==> src/rtl/reset_sequencer.sv <==
// Power-up sequencer: enables the PLL, waits for stable lock, then releases reset domains in order.
// Define RESET_SEQ_LOCK_LOSS_RESTART_EN to restart automatically on lock loss instead of faulting.
module reset_sequencer #(
  parameter int NUM_DOMAINS  = 3,
  parameter int DWELL_CYCLES = 5,
  parameter int LOCK_STABLE  = 4,
  parameter int LOCK_TIMEOUT = 1000,
  parameter int ACK_TIMEOUT  = 256
) (
  input  logic                   clk,
  input  logic                   hard_reset,
  input  logic                   pll_lock,
  input  logic [NUM_DOMAINS-1:0] domain_ready,
  input  logic                   soft_restart,
  output logic                   pll_enable,
  output logic [NUM_DOMAINS-1:0] domain_reset,
  output logic [NUM_DOMAINS-1:0] domain_enable,
  output logic                   seq_done,
  output logic                   seq_error,
  output logic [1:0]             error_code,
  output logic [3:0]             fault_domain,
  output logic [3:0]             restart_count
);

  localparam int TMAX_A = (LOCK_TIMEOUT > ACK_TIMEOUT) ? LOCK_TIMEOUT : ACK_TIMEOUT;
  localparam int TMAX   = (TMAX_A > DWELL_CYCLES) ? TMAX_A : DWELL_CYCLES;
  localparam int TW     = $clog2(TMAX + 1);
  localparam int SW     = $clog2(LOCK_STABLE + 1);

  // Thresholds are "last cycle" values: the timer reads 0 on the entry cycle.
  localparam logic [TW-1:0] LOCK_TO_LAST = TW'(LOCK_TIMEOUT - 1);
  localparam logic [TW-1:0] ACK_TO_LAST  = TW'(ACK_TIMEOUT - 1);
  localparam logic [TW-1:0] DWELL_LAST   = TW'(DWELL_CYCLES - 1);
  localparam logic [TW-1:0] TIMER_MAX    = TW'(TMAX);
  localparam logic [SW-1:0] STAB_LAST    = SW'(LOCK_STABLE - 1);
  localparam logic [SW-1:0] STAB_MAX     = SW'(LOCK_STABLE);
  localparam logic [3:0]    IDX_LAST     = 4'(NUM_DOMAINS - 1);
  localparam logic [NUM_DOMAINS-1:0] DOM_ONE  = NUM_DOMAINS'(1);
  localparam logic [NUM_DOMAINS-1:0] DOM_ALL  = {NUM_DOMAINS{1'b1}};
  localparam logic [NUM_DOMAINS-1:0] DOM_NONE = {NUM_DOMAINS{1'b0}};

  typedef enum logic [2:0] {
    S_IDLE      = 3'd0,
    S_PLL_ON    = 3'd1,
    S_RELEASE   = 3'd2,
    S_ENABLE    = 3'd3,
    S_RUN       = 3'd4,
    S_LOCK_LOST = 3'd5,
    S_FAULT     = 3'd6
  } state_t;

  state_t                   state_r, state_s;
  logic [TW-1:0]            timer_r;
  logic [SW-1:0]            stab_r;
  logic [3:0]               idx_r, idx_s;
  logic [1:0]               error_code_s;
  logic [3:0]               fault_domain_s;
  logic [3:0]               restart_count_s;
  logic                     pll_enable_s;
  logic [NUM_DOMAINS-1:0]   domain_reset_s;
  logic [NUM_DOMAINS-1:0]   domain_enable_s;
  logic [NUM_DOMAINS-1:0]   cur_mask_s;
  logic [NUM_DOMAINS-1:0]   next_mask_s;
  logic                     ready_s;

  assign cur_mask_s  = DOM_ONE << idx_r;
  assign next_mask_s = DOM_ONE << idx_s;
  assign ready_s     = |(domain_ready & cur_mask_s);

  // Next-state, domain index and fault bookkeeping.
  always_comb begin
    state_s        = state_r;
    idx_s          = idx_r;
    error_code_s   = error_code;
    fault_domain_s = fault_domain;
`ifdef RESET_SEQ_LOCK_LOSS_RESTART_EN
    restart_count_s = restart_count;
`else
    restart_count_s = 4'd0;
`endif
    case (state_r)
      S_IDLE: begin
        state_s = S_PLL_ON;
      end
      S_PLL_ON: begin
        // Lock has priority over a coincident timeout.
        if (pll_lock && (stab_r >= STAB_LAST)) begin
          state_s = S_RELEASE;
          idx_s   = 4'd0;
        end else if (timer_r >= LOCK_TO_LAST) begin
          state_s        = S_FAULT;
          error_code_s   = 2'd1;
          fault_domain_s = 4'd0;
        end else begin
          state_s = S_PLL_ON;
        end
      end
      S_RELEASE: begin
        if (timer_r >= DWELL_LAST) begin
          state_s = S_ENABLE;
        end else begin
          state_s = S_RELEASE;
        end
      end
      S_ENABLE: begin
        if (ready_s) begin
          if (idx_r == IDX_LAST) begin
            state_s = S_RUN;
          end else begin
            state_s = S_RELEASE;
            idx_s   = idx_r + 4'd1;
          end
        end else if (timer_r >= ACK_TO_LAST) begin
          state_s        = S_FAULT;
          error_code_s   = 2'd2;
          fault_domain_s = idx_r;
        end else begin
          state_s = S_ENABLE;
        end
      end
      S_RUN: begin
        // Losing lock outranks a coincident restart request.
        if (!pll_lock) begin
`ifdef RESET_SEQ_LOCK_LOSS_RESTART_EN
          state_s = S_LOCK_LOST;
          if (restart_count != 4'd15) begin
            restart_count_s = restart_count + 4'd1;
          end else begin
            restart_count_s = restart_count;
          end
`else
          state_s        = S_FAULT;
          error_code_s   = 2'd3;
          fault_domain_s = 4'd0;
`endif
        end else if (soft_restart) begin
          state_s = S_IDLE;
        end else begin
          state_s = S_RUN;
        end
      end
`ifdef RESET_SEQ_LOCK_LOSS_RESTART_EN
      S_LOCK_LOST: begin
        state_s = S_PLL_ON;
      end
`endif
      S_FAULT: begin
        if (soft_restart) begin
          state_s        = S_IDLE;
          error_code_s   = 2'd0;
          fault_domain_s = 4'd0;
        end else begin
          state_s = S_FAULT;
        end
      end
      default: begin
        state_s = S_IDLE;
      end
    endcase
  end

  // Moore outputs derived from the state being entered, so they register on the same edge.
  always_comb begin
    pll_enable_s    = 1'b1;
    domain_reset_s  = domain_reset;
    domain_enable_s = domain_enable;
    case (state_s)
      S_IDLE, S_FAULT: begin
        pll_enable_s    = 1'b0;
        domain_reset_s  = DOM_ALL;
        domain_enable_s = DOM_NONE;
      end
`ifdef RESET_SEQ_LOCK_LOSS_RESTART_EN
      S_LOCK_LOST: begin
        domain_reset_s  = DOM_ALL;
        domain_enable_s = DOM_NONE;
      end
`endif
      S_PLL_ON, S_RUN: begin
        domain_reset_s  = domain_reset;
        domain_enable_s = domain_enable;
      end
      S_RELEASE: begin
        domain_reset_s = domain_reset & ~next_mask_s;
      end
      S_ENABLE: begin
        domain_enable_s = domain_enable | next_mask_s;
      end
      default: begin
        pll_enable_s    = 1'b0;
        domain_reset_s  = DOM_ALL;
        domain_enable_s = DOM_NONE;
      end
    endcase
  end

  // State, index and saturating timers; both timers clear whenever the state changes.
  always_ff @(posedge clk or negedge hard_reset) begin
    if (!hard_reset) begin
      state_r <= S_IDLE;
      idx_r   <= 4'd0;
      timer_r <= '0;
      stab_r  <= '0;
    end else begin
      state_r <= state_s;
      idx_r   <= idx_s;
      if (state_s != state_r) begin
        timer_r <= '0;
      end else if (timer_r != TIMER_MAX) begin
        timer_r <= timer_r + TW'(1);
      end else begin
        timer_r <= timer_r;
      end
      if ((state_s != state_r) || !pll_lock) begin
        stab_r <= '0;
      end else if (stab_r != STAB_MAX) begin
        stab_r <= stab_r + SW'(1);
      end else begin
        stab_r <= stab_r;
      end
    end
  end

  // Registered outputs.
  always_ff @(posedge clk or negedge hard_reset) begin
    if (!hard_reset) begin
      pll_enable    <= 1'b0;
      domain_reset  <= DOM_ALL;
      domain_enable <= DOM_NONE;
      seq_done      <= 1'b0;
      seq_error     <= 1'b0;
      error_code    <= 2'd0;
      fault_domain  <= 4'd0;
      restart_count <= 4'd0;
    end else begin
      pll_enable    <= pll_enable_s;
      domain_reset  <= domain_reset_s;
      domain_enable <= domain_enable_s;
      seq_done      <= (state_s == S_RUN);
      seq_error     <= (state_s == S_FAULT);
      error_code    <= error_code_s;
      fault_domain  <= fault_domain_s;
      restart_count <= restart_count_s;
    end
  end

endmodule

==> config.mk <==
export PLATFORM = sky130hd
export DESIGN_NAME = reset_sequencer
export DESIGN_NICKNAME = d
export VERILOG_FILES = /design/src/rtl/reset_sequencer.sv
export SDC_FILE = /design/constraint.sdc
export NUM_CORES = 1
export LEC_CHECK = 0
export CAP_MARGIN = 20
export CORE_UTILIZATION = 55
export DETAILED_ROUTE_END_ITERATION = 16
export PLACE_DENSITY = 0.79
export SLEW_MARGIN = 20
export SYNTH_ARGS = -nofsm -noshare
export SYNTH_HDL_FRONTEND = slang
export SYNTH_SLANG_ARGS = --single-unit
==> constraint.sdc <==
create_clock -name clk -period 2.8 [get_ports clk]
set_input_delay 0.28 -clock clk [delete_from_list [all_inputs] [get_ports clk]]
set_output_delay 0.28 -clock clk [all_outputs]
set_load 0.02 [all_outputs]
==> metrics.txt <==
run status completed; Placer Congestion 0.868; gr usage total 23.3%; crit path DAT 2.77 ns; Post-CTS Repair Setup Buffers 0; Rows 21; DP HPWL around 2900 um; Worst Setup Path Type reg -> reg; Final WS setup 0.248 ns; WL final 4060 um; Starting Density 59.2%; die area 0.00398 mm^2; chip height 63.1 um; Primary FF master, synth dfrtp_1; RSZ-0062 raised after global routing no; TNS Setup 0 ns; area of the multi-input gates 0.00105 mm^2; vias in the first global route ~1600; measured slew at the worst slew-check pin about 0.66 ns; Fillers 271; post-CTS sizing 0; diode count 0; Final Max Slew Viols 0; Max Fclk 0.392 GHz; r2r endpoint timer_r[2]; clk buf depth 2; Synth area leaders dfrtp_1, nor2_1, ha_1; count leader, synth dfrtp_1; DR iter-0 viols 72; area leader, netlist dfrtp_1; first drt pass iteration count 6; Final Core Density 70.1%; Area Overhead vs Synth 18.3%; share of the yosys chip area belonging to registers 42.8%; Startpoint Class flip-flop; Worst-path clk slew 0.07 ns; CTS tree done; Seq cells post-synth 35; CP endpoint kind flip-flop; Cell Pwr Density 1070 mW/mm^2; Cells after Synth 221; DRC viols 0; R2R depth 9; layout cells sized above 1 8.98%; Yosys top cell area share 39.0%; Root Buffer clkbuf_8; core area 0.00347 mm^2; asr flop ratio synth 100%; clock sink count 35; # Max-Cap Violations 0; largest net degree at the start of global routing 36; first-pass GRT wire length 7170 um; Worst R2R Setup Slack 0.25 ns; Die X-Extent 63.1 um; Hold Path Class in -> async; WL/cell 13.9 um; Final Hold Fails 0; nets 258; Min Hold Slack 0.394 ns; leak pwr 1.07 nW; Final setup viols 0; via count 1683; relative slew slack between 50% and 60%; synth warn 0; reg-to-reg startpoint stab_r[0]; Commonest cells post-synth dfrtp_1, nor2_1, inv_1; CTS buffer count 5; initial antenna violation count 0; worst slack at placement 0.283 ns; post-synthesis cell area 0.00205 mm^2; Overflow after GRT 0; Vias/cell 5.78; CP max FO 7; Final min period between 2 and 3 ns; area taken by flip-flops and latches 880 um^2; Worst Path Required 3.01 ns; I/O Pins 26; IO Port Bufs 21; Peak VDD IR 0.000619 V; CTS H-tree lvls 2; final period utilization 91.1%; cts hold-fix bufs 0; EDFF count, synth 0; syn avg cell area a little over 9 um^2; clk_skew 0.00940 ns; Clk Latency, worst-skew pair 0.29 ns; final antenna-violating net count 0; Distinct cells, synth 54
## registers in the layout, summed over array words and instances, names as in the netlist
name and flops:
timer_r 10, seq_done 1, fault_domain 4, pll_enable 1
idx_r 4, seq_error 1, stab_r 3, error_code 2
domain_reset 3, state_r 3, domain_enable 3
## cell type report
class / count / area share, %
multi-input cells: 160 / 43.1
inverters: 17 / 2.83
repair buffers: 25 / 9.89
clock buffers: 5 / 2.83
well taps: 46 / 2.37
clock inverters: 3 / 2.78
flip-flops and latches: 35 / 36.2
## routing by layer
layer | GRT usage (%) | wire, um
met4 | 11.3 | 74
met3 | 5.98 | 257
met2 | 33.7 | 1820
met5 | 0 | 0
met1 | 32.1 | 1910
## worst max-delay path by stage
stage | from | to | slack (ns) | cells past startpoint
global route | stab_r[0] | timer_r[2] | 0.04 | 9
global placement | domain_ready[0] | domain_enable[1] | 0.35 | 7
floorplan | stab_r[0] | domain_reset[0] | 0.59 | 8
detailed placement | domain_ready[1] | domain_reset[1] | 0.28 | 8
CTS | stab_r[0] | timer_r[2] | 0.29 | 9
finish | stab_r[0] | timer_r[2] | 0.25 | 9
## layout by cell type, fill, tap and decap left out, types with 4 or more instances in the layout
master	synthesis	final
a21oi_1	9	9
and3_1	4	4
buf_4	4	4
clkbuf_8	0	5
clkdlybuf4s50_1	0	21
conb_1	1	4
dfrtp_1	32	32
ha_1	7	7
inv_1	16	16
mux2i_1	4	4
nand2_1	14	14
nand2b_1	6	6
nand3_1	5	5
nand4_1	4	4
nor2_1	26	26
nor3_1	9	9
nor4_1	4	4
o21ai_0	7	7
xnor2_1	4	4
xor2_1	5	5
## metrics by stage
step                area, um^2  cells  total power, mW
floorplan                 2060    224             1.68
detailed placement        2290    283             2.05
finish                    2430    291             2.61
global placement          2290    283             2.02
CTS                       2430    291             2.60
global route              2430    291             2.79
## worst max-delay path: stages (launching register included)
cell	delay, ns
dfrtp_1	0.43
ha_1	0.22
ha_1	0.19
a211o_1	0.29
a32oi_1	0.25
o221ai_1	0.17
a21boi_0	0.15
nand4bb_1	0.39
buf_4	0.27
nor2_1	0.11
## cells by family (layout without fill, tap and decap cells)
family          Yosys count  count (layout)  synth area share, %
compound gates           45              45                 15.9
xor+xnor                  9               9                 3.84
fa+ha+maj                 7               7                 4.27
buf+inv                  29              50                 6.70
flops                    35              35                 42.8
mux                       8               8                 4.33
other cells               1               4                0.183
simple gates             87              87                 21.9
## report_power, final
group / total (mW) / leakage [nW] / switching [mW] / internal, mW
clock: 0.543 / 0.0644 / 0.188 / 0.355
combinational: 1.23 / 0.558 / 0.708 / 0.526
sequential: 0.829 / 0.448 / 0.163 / 0.665
(Power assumes the default switching activity.)
